`src/rtl/tap_config_loader.sv`:
```
// Writer side of the NLFSR tap-selection interface: gathers tap indices into a shadow
// buffer and publishes them atomically on co_buf, holding the NLFSR in reset while reloading.
module tap_config_loader #(
    parameter int NUM_OF_TAPS = 15,
    parameter int REG_WIDTH   = 16
) (
    input  logic                     clk,
    input  logic                     res,
    input  logic                     start,
    input  logic                     abort,
    input  logic [7:0]               in_data,
    input  logic                     in_valid,
    output logic                     in_ready,
    output logic [NUM_OF_TAPS*8-1:0] co_buf,
    output logic                     nlfsr_res,
    output logic                     busy,
    output logic                     cfg_done,
    output logic                     cfg_err
);
    localparam int CW = $clog2(NUM_OF_TAPS + 1);
    localparam logic [CW-1:0] LAST_COUNT = CW'(NUM_OF_TAPS - 1);
    localparam logic [8:0] REG_LIM = 9'(REG_WIDTH);

    typedef enum logic [1:0] {
        IDLE,
        LOAD,
        COMMIT
    } state_t;

    state_t                   state_q, state_d;
    logic [CW-1:0]            count_q, count_d;
    logic [NUM_OF_TAPS*8-1:0] shadow_q, shadow_d;
    logic [NUM_OF_TAPS*8-1:0] co_buf_q, co_buf_d;
    logic                     err_q, err_d;
    logic                     nres_q, nres_d;
    logic                     done_q, done_d;
    logic                     cfg_err_q, cfg_err_d;
    logic                     bad_idx;

    assign bad_idx = {1'b0, in_data} >= REG_LIM;

    always_ff @(posedge clk or posedge res) begin
        if (res) begin
            state_q   <= IDLE;
            count_q   <= '0;
            shadow_q  <= '0;
            co_buf_q  <= '0;
            err_q     <= 1'b0;
            nres_q    <= 1'b1;
            done_q    <= 1'b0;
            cfg_err_q <= 1'b0;
        end else begin
            state_q   <= state_d;
            count_q   <= count_d;
            shadow_q  <= shadow_d;
            co_buf_q  <= co_buf_d;
            err_q     <= err_d;
            nres_q    <= nres_d;
            done_q    <= done_d;
            cfg_err_q <= cfg_err_d;
        end
    end

    always_comb begin
        state_d   = state_q;
        count_d   = count_q;
        shadow_d  = shadow_q;
        co_buf_d  = co_buf_q;
        err_d     = err_q;
        nres_d    = nres_q;
        done_d    = 1'b0;
        cfg_err_d = cfg_err_q;
        unique case (state_q)
            IDLE: begin
                if (start) begin
                    state_d   = LOAD;
                    count_d   = '0;
                    shadow_d  = '0;
                    err_d     = 1'b0;
                    cfg_err_d = 1'b0;
                    nres_d    = 1'b1;
                end
            end
            LOAD: begin
                // abort beats a coincident handshake; the byte is dropped
                if (abort) begin
                    state_d  = IDLE;
                    count_d  = '0;
                    shadow_d = '0;
                end else if (in_valid) begin
                    for (int i = 0; i < NUM_OF_TAPS; i++) begin
                        if (count_q == CW'(NUM_OF_TAPS - 1 - i)) begin
                            shadow_d[i*8 +: 8] = in_data;
                        end
                    end
                    count_d = count_q + 1'b1;
                    err_d   = err_q | bad_idx;
                    if (count_q == LAST_COUNT) begin
                        if (err_q || bad_idx) begin
                            state_d   = IDLE;
                            cfg_err_d = 1'b1;
                        end else begin
                            state_d = COMMIT;
                        end
                    end
                end
            end
            COMMIT: begin
                state_d  = IDLE;
                co_buf_d = shadow_q;
                done_d   = 1'b1;
                nres_d   = 1'b0;
            end
            default: state_d = IDLE;
        endcase
    end

    assign in_ready  = (state_q == LOAD);
    assign busy      = (state_q != IDLE);
    assign co_buf    = co_buf_q;
    assign nlfsr_res = nres_q;
    assign cfg_done  = done_q;
    assign cfg_err   = cfg_err_q;
endmodule

```
`config.mk`:
```
export PLATFORM = sky130hd
export DESIGN_NAME = tap_config_loader
export DESIGN_NICKNAME = d
export VERILOG_FILES = /design/src/rtl/tap_config_loader.sv
export SDC_FILE = /design/constraint.sdc
export NUM_CORES = 1
export LEC_CHECK = 0
export BUFFER_PORTS_ARGS = -buffer_cell sky130_fd_sc_hd__buf_4
export CAP_MARGIN = 15
export CORE_ASPECT_RATIO = 1.1
export CORE_MARGIN = 1
export CORE_UTILIZATION = 55
export CTS_BUF_LIST = sky130_fd_sc_hd__clkbuf_4 sky130_fd_sc_hd__clkbuf_8
export CTS_CLUSTER_SIZE = 30
export DETAILED_ROUTE_END_ITERATION = 8
export MAX_ROUTING_LAYER = met4
export PLACE_DENSITY = 0.77
export SYNTH_ARGS = -nofsm -noshare
export SYNTH_HDL_FRONTEND = slang
export SYNTH_SLANG_ARGS = --single-unit
```
`constraint.sdc`:
```
create_clock -name clk -period 10.09 [get_ports clk]
set_clock_uncertainty 0.15 [all_clocks]
set_input_delay 0.5045 -clock clk [delete_from_list [all_inputs] [get_ports clk]]
set_output_delay 0.5045 -clock clk [all_outputs]
set_load 0.1 [all_outputs]
```
==> qor.txt, run 1 <==
=====================================================================================
Number of levels the H-tree was split into                                          2
Portion of the post-synthesis area used by sequential elements                  0.608
Total design power                                                            2.00 mW
Combinational share of power                                                    0.057
Layout Nets                                                                       887
Min cycle time layout                                                         3.50 ns
Number of cells on the worst hold path                                              2
Power per Cell Area                                                       164 nW/um^2
Average wire per standard cell                                                19.8 um
Category of the worst setup path capture point                                   flop
CP Data Required Time                                                        10.34 ns
Number of nets with antenna violations after detailed routing                       0
Critical path startpoint category                                                flop
Maximum vdd ir drop                                                          0.120 mV
Site row count                                                                     52
Die outline area                                                           19300 um^2
Number of detailed-routing iterations run before antenna repair                     5
CP startpoint                                                              state_q[1]
Worst hold path class                                                    input port to flop
GR Overflow Total                                                                   0
Post-synth top flop                                                           dfrtp_1
Number of global-route vias before repair                                        6691
Final hold violation count                                                          0
Post-route cell area                                                       12100 um^2
CP cell instances                                                        and2b_4, buf_4, mux2_2
Clock slew at reported path FFs                                               0.06 ns
Slew Limit Headroom                                                             0.289
Sequential fraction of design power                                             0.512
Crit Path Category                                                       flop to flop
Sw power                                                                       471 uW
Clock latency on the worst-skew pair                                          0.53 ns
Number of cells in the design after placement                                    1070
Outcome                                                                  finished, final reports clean
Count of unresolved DRC violations after routing                                    0
Number of flops mapped to enable cells by yosys                                     0
Die Y                                                                          145 um
Post-Syn Instances                                                                743
Largest net degree at the start of global routing                                 120
Via Count                                                                        6453
Avg Cell Area, Syn                                                          13.9 um^2
Share of flip-flops with an asynchronous set or reset after synthesis            1.00
Area after DPL                                                             11400 um^2
Critical path peak fanout                                                         119
Most frequent standard cell in the layout excluding fill and tap cells        dfrtp_1
Synthesized Nets                                                                  760
Area fraction of the dominant cell type after synthesis                         0.605
Total number of yosys warnings                                                      0
Via density per instance                                                         5.69
Number of DRC markers after the initial detailed-route iteration                  423
Count of cells resized by post-cts repair                                           0
Largest stage delay, worst path                                               1.09 ns
Largest buffer count on any clock path                                              3
Count of pins on the block boundary                                               138
Area growth syn-to-layout                                                       18.0%
Setup slack of the critical path after layout                                 6.59 ns
Final Non-Filler Cells                                                           1135
Cell-internal power                                                           1.53 mW
Hold slack final                                                            0.0953 ns
Startpoint of the lowest-slack hold path                                        abort
Arrival time worst endpoint                                                   3.75 ns
Number of buffers inserted by post-CTS setup repair                                 0
Post-layout util                                                                0.662
Actual slew at the worst max-slew pin                                         1.07 ns
CTS Buf Count                                                                      40
DIE WIDTH                                                                      132 um
# Max-Cap Violations                                                                0
Setup repair after global routing missed its margin                             false
Global-route wire length before repair                                        36.5 mm
Layout cell share with drive strength beyond 1                                  0.395
Final antenna diode count                                                           0
Final Slew Violations                                                               0
Number of antenna violations at the first check in global routing                   0
Cells taking the most area after synthesis                               dfrtp_1 (61%), mux2_2 (13%), mux2i_1 (12%)
Length in cells of the worst reg-to-reg path                                        3
Biggest area consumer among synthesized cells                                 dfrtp_1
Setup Slack @ Placement                                                       6.58 ns
Standard cell core area                                                    18300 um^2
FMAX                                                                          286 MHz
Number of input and output port buffers inserted                                  137
CTS tree                                                                         done
Unique masters post-synth                                                          38
Overall global routing resource usage                                           0.248
Post-DP HPWL                                                                  13.8 mm
Clock Power Share                                                               0.431
Final period util                                                               0.346
Commonest cells after routing, fill and taps aside                       dfrtp_1 (248), buf_4 (141), mux2i_1 (121)
Slowest cell on crit path                                                     dfrtp_4
Register bit count reported by yosys                                              250
Leakage                                                                       6.31 nW
Fraction of power spent switching nets                                          0.236
Cell chosen for the clock root                                               clkbuf_8
Final count of negative-setup-slack endpoints                                       0
Post-Synthesis Cell Area                                                   10300 um^2
Effective utilization at floorplan                                              0.561
Total negative slack for setup checks                                            0 ns
Wire length reported by the detailed router                                   22.5 mm
Last weighted congestion value of the routability-driven placer                 0.872
Sinks on Clock Net                                                                250
Post-CTS Hold Buffers                                                               1
Start of the worst register-to-register path                               state_q[1]
=====================================================================================
==> area by class of cell <==
| type | count | area [um^2] |
|---|---|---|
| Inverter | 17 | 71.3 |
| Multi-Input combinational cell | 419 | 3660 |
| Timing Repair Buffer | 142 | 1070 |
| Fill cell | 1330 | 6200 |
| Tap cell | 243 | 304 |
| Clock inverter | 4 | 50.0 |
| Clock buffer | 60 | 732 |
| Sequential cell | 250 | 6260 |
==> worst max-delay path: cells and delay by family, from the launching register on <==
family | cells | cell delay, ns
buf+inv | 1 | 0.75
mux | 1 | 0.42
simple gates | 1 | 0.89
flops | 1 | 1.09
==> layer usage <==
layer / wire, um / GRT usage / up-vias
met4: 530 / 0.0925 / 0
met1: 10200 / 0.344 / 3307
met3: 1050 / 0.0369 / 46
met2: 10700 / 0.375 / 210
li1: - / - / 2890
met5: 0 / - / -
==> kinds of logic after synthesis <==
family	synth area share
buf+inv	0.0377
compound gates	0.0652
mux	0.250
simple gates	0.0345
flops	0.608
fa+ha+maj	0.00486
==> registers in the layout (all words and copies together), names as in the netlist <==
name	count
shadow_q	120
nlfsr_res	1
cfg_done	1
count_q	4
err_q	1
cfg_err	1
state_q	2
co_buf	120
==> power by group through the flow <==
stage | logic [mW] | registers, mW | clock network (mW)
4_1_cts | 0.115 | 1.02 | 0.875
3_3_place_gp | 0.111 | 1.04 | 0
3_5_place_dp | 0.114 | 1.04 | 0
6_report | 0.114 | 1.02 | 0.861
5_1_grt | 0.125 | 1.02 | 0.914
2_1_floorplan | 0.0859 | 1.04 | 0
==> final timing paths <==
| kind | end | slack, ns |
|---|---|---|
| worst max register to register | co_buf[74] | 6.59 |
| min in group asynchronous | co_buf[43] | 0.50 |
| worst min-delay path | count_q[0] | 0.1 |
| worst max-delay path | co_buf[74] | 6.59 |
| worst min register to register | state_q[1] | 0.32 |
| max in group asynchronous | shadow_q[75] | 7.80 |
==> cell usage after synthesis (2+ instances only) <==
cell      count
nand2_2       3
inv_1        17
o21ai_0     115
nand2_1       7
mux2i_1     122
buf_2        16
nand4_2       8
ha_1          4
clkbuf_1     28
dfrtp_1     249
nor2b_1       2
nor2_1        5
a211oi_1      2
buf_6        11
mux2_2      120
nor3_1        2
buf_4         2
o22ai_1       2
nand3_1       5
and4_2        5
No activity file was read; power rests on OpenSTA's default activity.
==> run 2, diff against run 1 <==
clock period = 3.58 ns   (was 10.09 ns; I/O delays follow)
==> run 2 against run 1 <==
Net effect: clock-buffer cell count rose by 4; non-clock buffer count increased by 14; register-to-register slack got worse by 5.7 ns; clock power grew to 2.9 times the previous value; largest cell class unchanged.
==> qor.txt, run 2 (synthesis results as in run 1) <==
=====================================================================================
Average wire per standard cell                                                20.0 um   was 19.8 um
Die outline area                                                           19300 um^2   unchanged
R2R setup slack                                                               0.91 ns   was 6.59 ns
Clock slew at reported path FFs                                               0.06 ns   about the same
# Max-Cap Violations                                                                0   unchanged
Number of cells in the design after placement                                    1075   was 1070
Category of the worst setup path capture point                             output pin   was flop
Number of global-route vias before repair                                        6909   was 6691
CP Data Required Time                                                         3.25 ns   was 10.34 ns
Post-DP HPWL                                                                  14.4 mm   was 13.8 mm
Setup repair after global routing missed its margin                             false   unchanged
Setup Slack @ Placement                                                      0.953 ns   was 6.58 ns
Leakage                                                                       6.41 nW   was 6.31 nW
Site row count                                                                     52   unchanged
CP startpoint                                                              state_q[1]   unchanged
Cell chosen for the clock root                                               clkbuf_8   unchanged
Final Slew Violations                                                               0   unchanged
Slew Limit Headroom                                                             0.373   was 0.289
Via Count                                                                        6541   was 6453
End of the worst register-to-register path                               shadow_q[68]   was co_buf[74]
Die Y                                                                          145 um   unchanged
Area occupied by registers                                                  6260 um^2   unchanged
Most frequent standard cell in the layout excluding fill and tap cells        dfrtp_1   unchanged
Setup slack of the critical path after layout                                0.813 ns   was 6.59 ns
Area after DPL                                                             11400 um^2   about the same
Number of detailed-routing iterations run before antenna repair                     4   was 5
Total design power                                                            5.72 mW   was 2.00 mW
Actual slew at the worst max-slew pin                                        0.940 ns   was 1.07 ns
Commonest cells after routing, fill and taps aside                       dfrtp_1 (248), buf_4 (145), mux2i_1 (121)   was dfrtp_1 (248), buf_4 (141), mux2i_1 (121)
Clock latency on the worst-skew pair                                          0.53 ns   about the same
CTS tree                                                                         done   unchanged
Termination of the worst setup path                                              busy   was co_buf[74]
Arrival time worst endpoint                                                   2.44 ns   was 3.75 ns
Layout Nets                                                                       899   was 887
Start of the worst register-to-register path                               state_q[1]   unchanged
Length in cells of the worst reg-to-reg path                                        3   unchanged
Final count of negative-setup-slack endpoints                                       0   unchanged
GR Overflow Total                                                                   0   unchanged
Wire length reported by the detailed router                                   23.1 mm   was 22.5 mm
Last weighted congestion value of the routability-driven placer                 0.879   was 0.872
Number of DRC markers after the initial detailed-route iteration                  480   was 423
# fillers                                                                        1331   was 1330
Final period util                                                               0.773
Count of cells resized by post-cts repair                                           0   unchanged
Post-route cell area                                                       12400 um^2   was 12100 um^2
Outcome                                                                  finished, final reports clean   unchanged
Number of levels the H-tree was split into                                          2   unchanged
Number of nets with antenna violations after detailed routing                       0   unchanged
Standard cell core area                                                    18300 um^2   unchanged
Sinks on Clock Net                                                                250   unchanged
Global-route wire length before repair                                        37.5 mm   was 36.5 mm
Largest net degree at the start of global routing                                  89   was 120
Multi-input combinational cell area                                         3660 um^2   unchanged
Worst hold path class                                                    input port to flop   unchanged
Final antenna diode count                                                           0   unchanged
DIE WIDTH                                                                      132 um   unchanged
Layout cell share with drive strength beyond 1                                  0.397   was 0.395
Count of unresolved DRC violations after routing                                    0   unchanged
Number of antenna violations at the first check in global routing                   0   unchanged
Number of input and output port buffers inserted                                  137   unchanged
Critical path peak fanout                                                          76   was 119
Final hold violation count                                                          0   unchanged
CTS Buf Count                                                                      38   was 40
Min cycle time layout                                                         2.77 ns
Largest buffer count on any clock path                                              3   unchanged
Maximum vdd ir drop                                                          0.260 mV   was 0.120 mV
Overall global routing resource usage                                           0.255   was 0.248
Critical path startpoint category                                                flop   unchanged
Area growth syn-to-layout                                                       20.2%   was 18.0%
Power per Cell Area                                                       462 nW/um^2   was 164 nW/um^2
Count of pins on the block boundary                                               138   unchanged
FMAX                                                                          361 MHz
Final Non-Filler Cells                                                           1150   was 1135
Effective utilization at floorplan                                              0.561   unchanged
Number of cells on the worst hold path                                              4   was 2
Crit Path Category                                                       flop to output pin   was flop to flop
Via density per instance                                                         5.69   about the same
=====================================================================================
-- run 2: cell count changes in the layout (fill, tap and decap cells not counted), moves of 2 or more --
cell           change
clkbuf_8          +10
dlygate4sd3_1      +7
clkbuf_4           -6
buf_4              +4
buf_16             +2
-- run 2: report_power, final --
| part | switching [mW] | internal, mW | total [mW] |
|---|---|---|---|
| registers | 0.0243 | 2.86 | 2.88 |
| logic | 0.244 | 0.0968 | 0.341 |
| clock network | 1.06 | 1.44 | 2.50 |
| total | 1.32 | 4.39 | 5.72 |
-- run 2: worst max-delay path, cell delays in order, from the launching register on --
cell and delay [ns]:
dfrtp_4 0.70, buf_4 0.63, or2_2 0.27, buf_4 0.30
-- run 2: area by class of cell --
cell class                 instances  area share
sequential                       250       0.506
multi-input combinational        419       0.296
timing repair buffer             156       0.101
clock buffer                      64      0.0667
tap                              243      0.0246
inverter                          17     0.00546
clock inverter                     1    0.000405
-- run 2: stage by stage --
stage | hold slack, ns | utilization | TNS, ns
after floorplan | 0.140 | - | -8.93
after global placement | 0.298 | 0.622 | 0
after detailed placement | 0.305 | 0.622 | 0
after CTS | 0.00713 | 0.671 | 0
after global routing | 0.107 | 0.674 | 0
final | 0.0567 | 0.674 | 0
-- run 2: what timing repair did --
action                     CTS  global route
setup endpoints to repair    0             0
hold endpoints to repair   257             0
hold buffers                 8             0
setup buffers                0             0
-- run 2: metal layers --
| layer | vias to the layer above | track usage | share of wire |
|---|---|---|---|
| met5 | - | - | 0 |
| met4 | 0 | 0.0856 | 0.022 |
| met3 | 40 | 0.0425 | 0.048 |
| met2 | 207 | 0.395 | 0.50 |
| met1 | 3369 | 0.344 | 0.43 |
| li1 | 2925 | - | - |
-- run 2: worst min-delay path by stage --
stage	startpoint	endpoint	slack, ns
after CTS	in_data[7]	cfg_err	0.007
final	in_data[4]	cfg_err	0.06
after floorplan	abort	count_q[0]	0.14
after global placement	err_q	state_q[1]	0.30
after detailed placement	err_q	state_q[1]	0.30
after global routing	in_data[7]	cfg_err	0.11
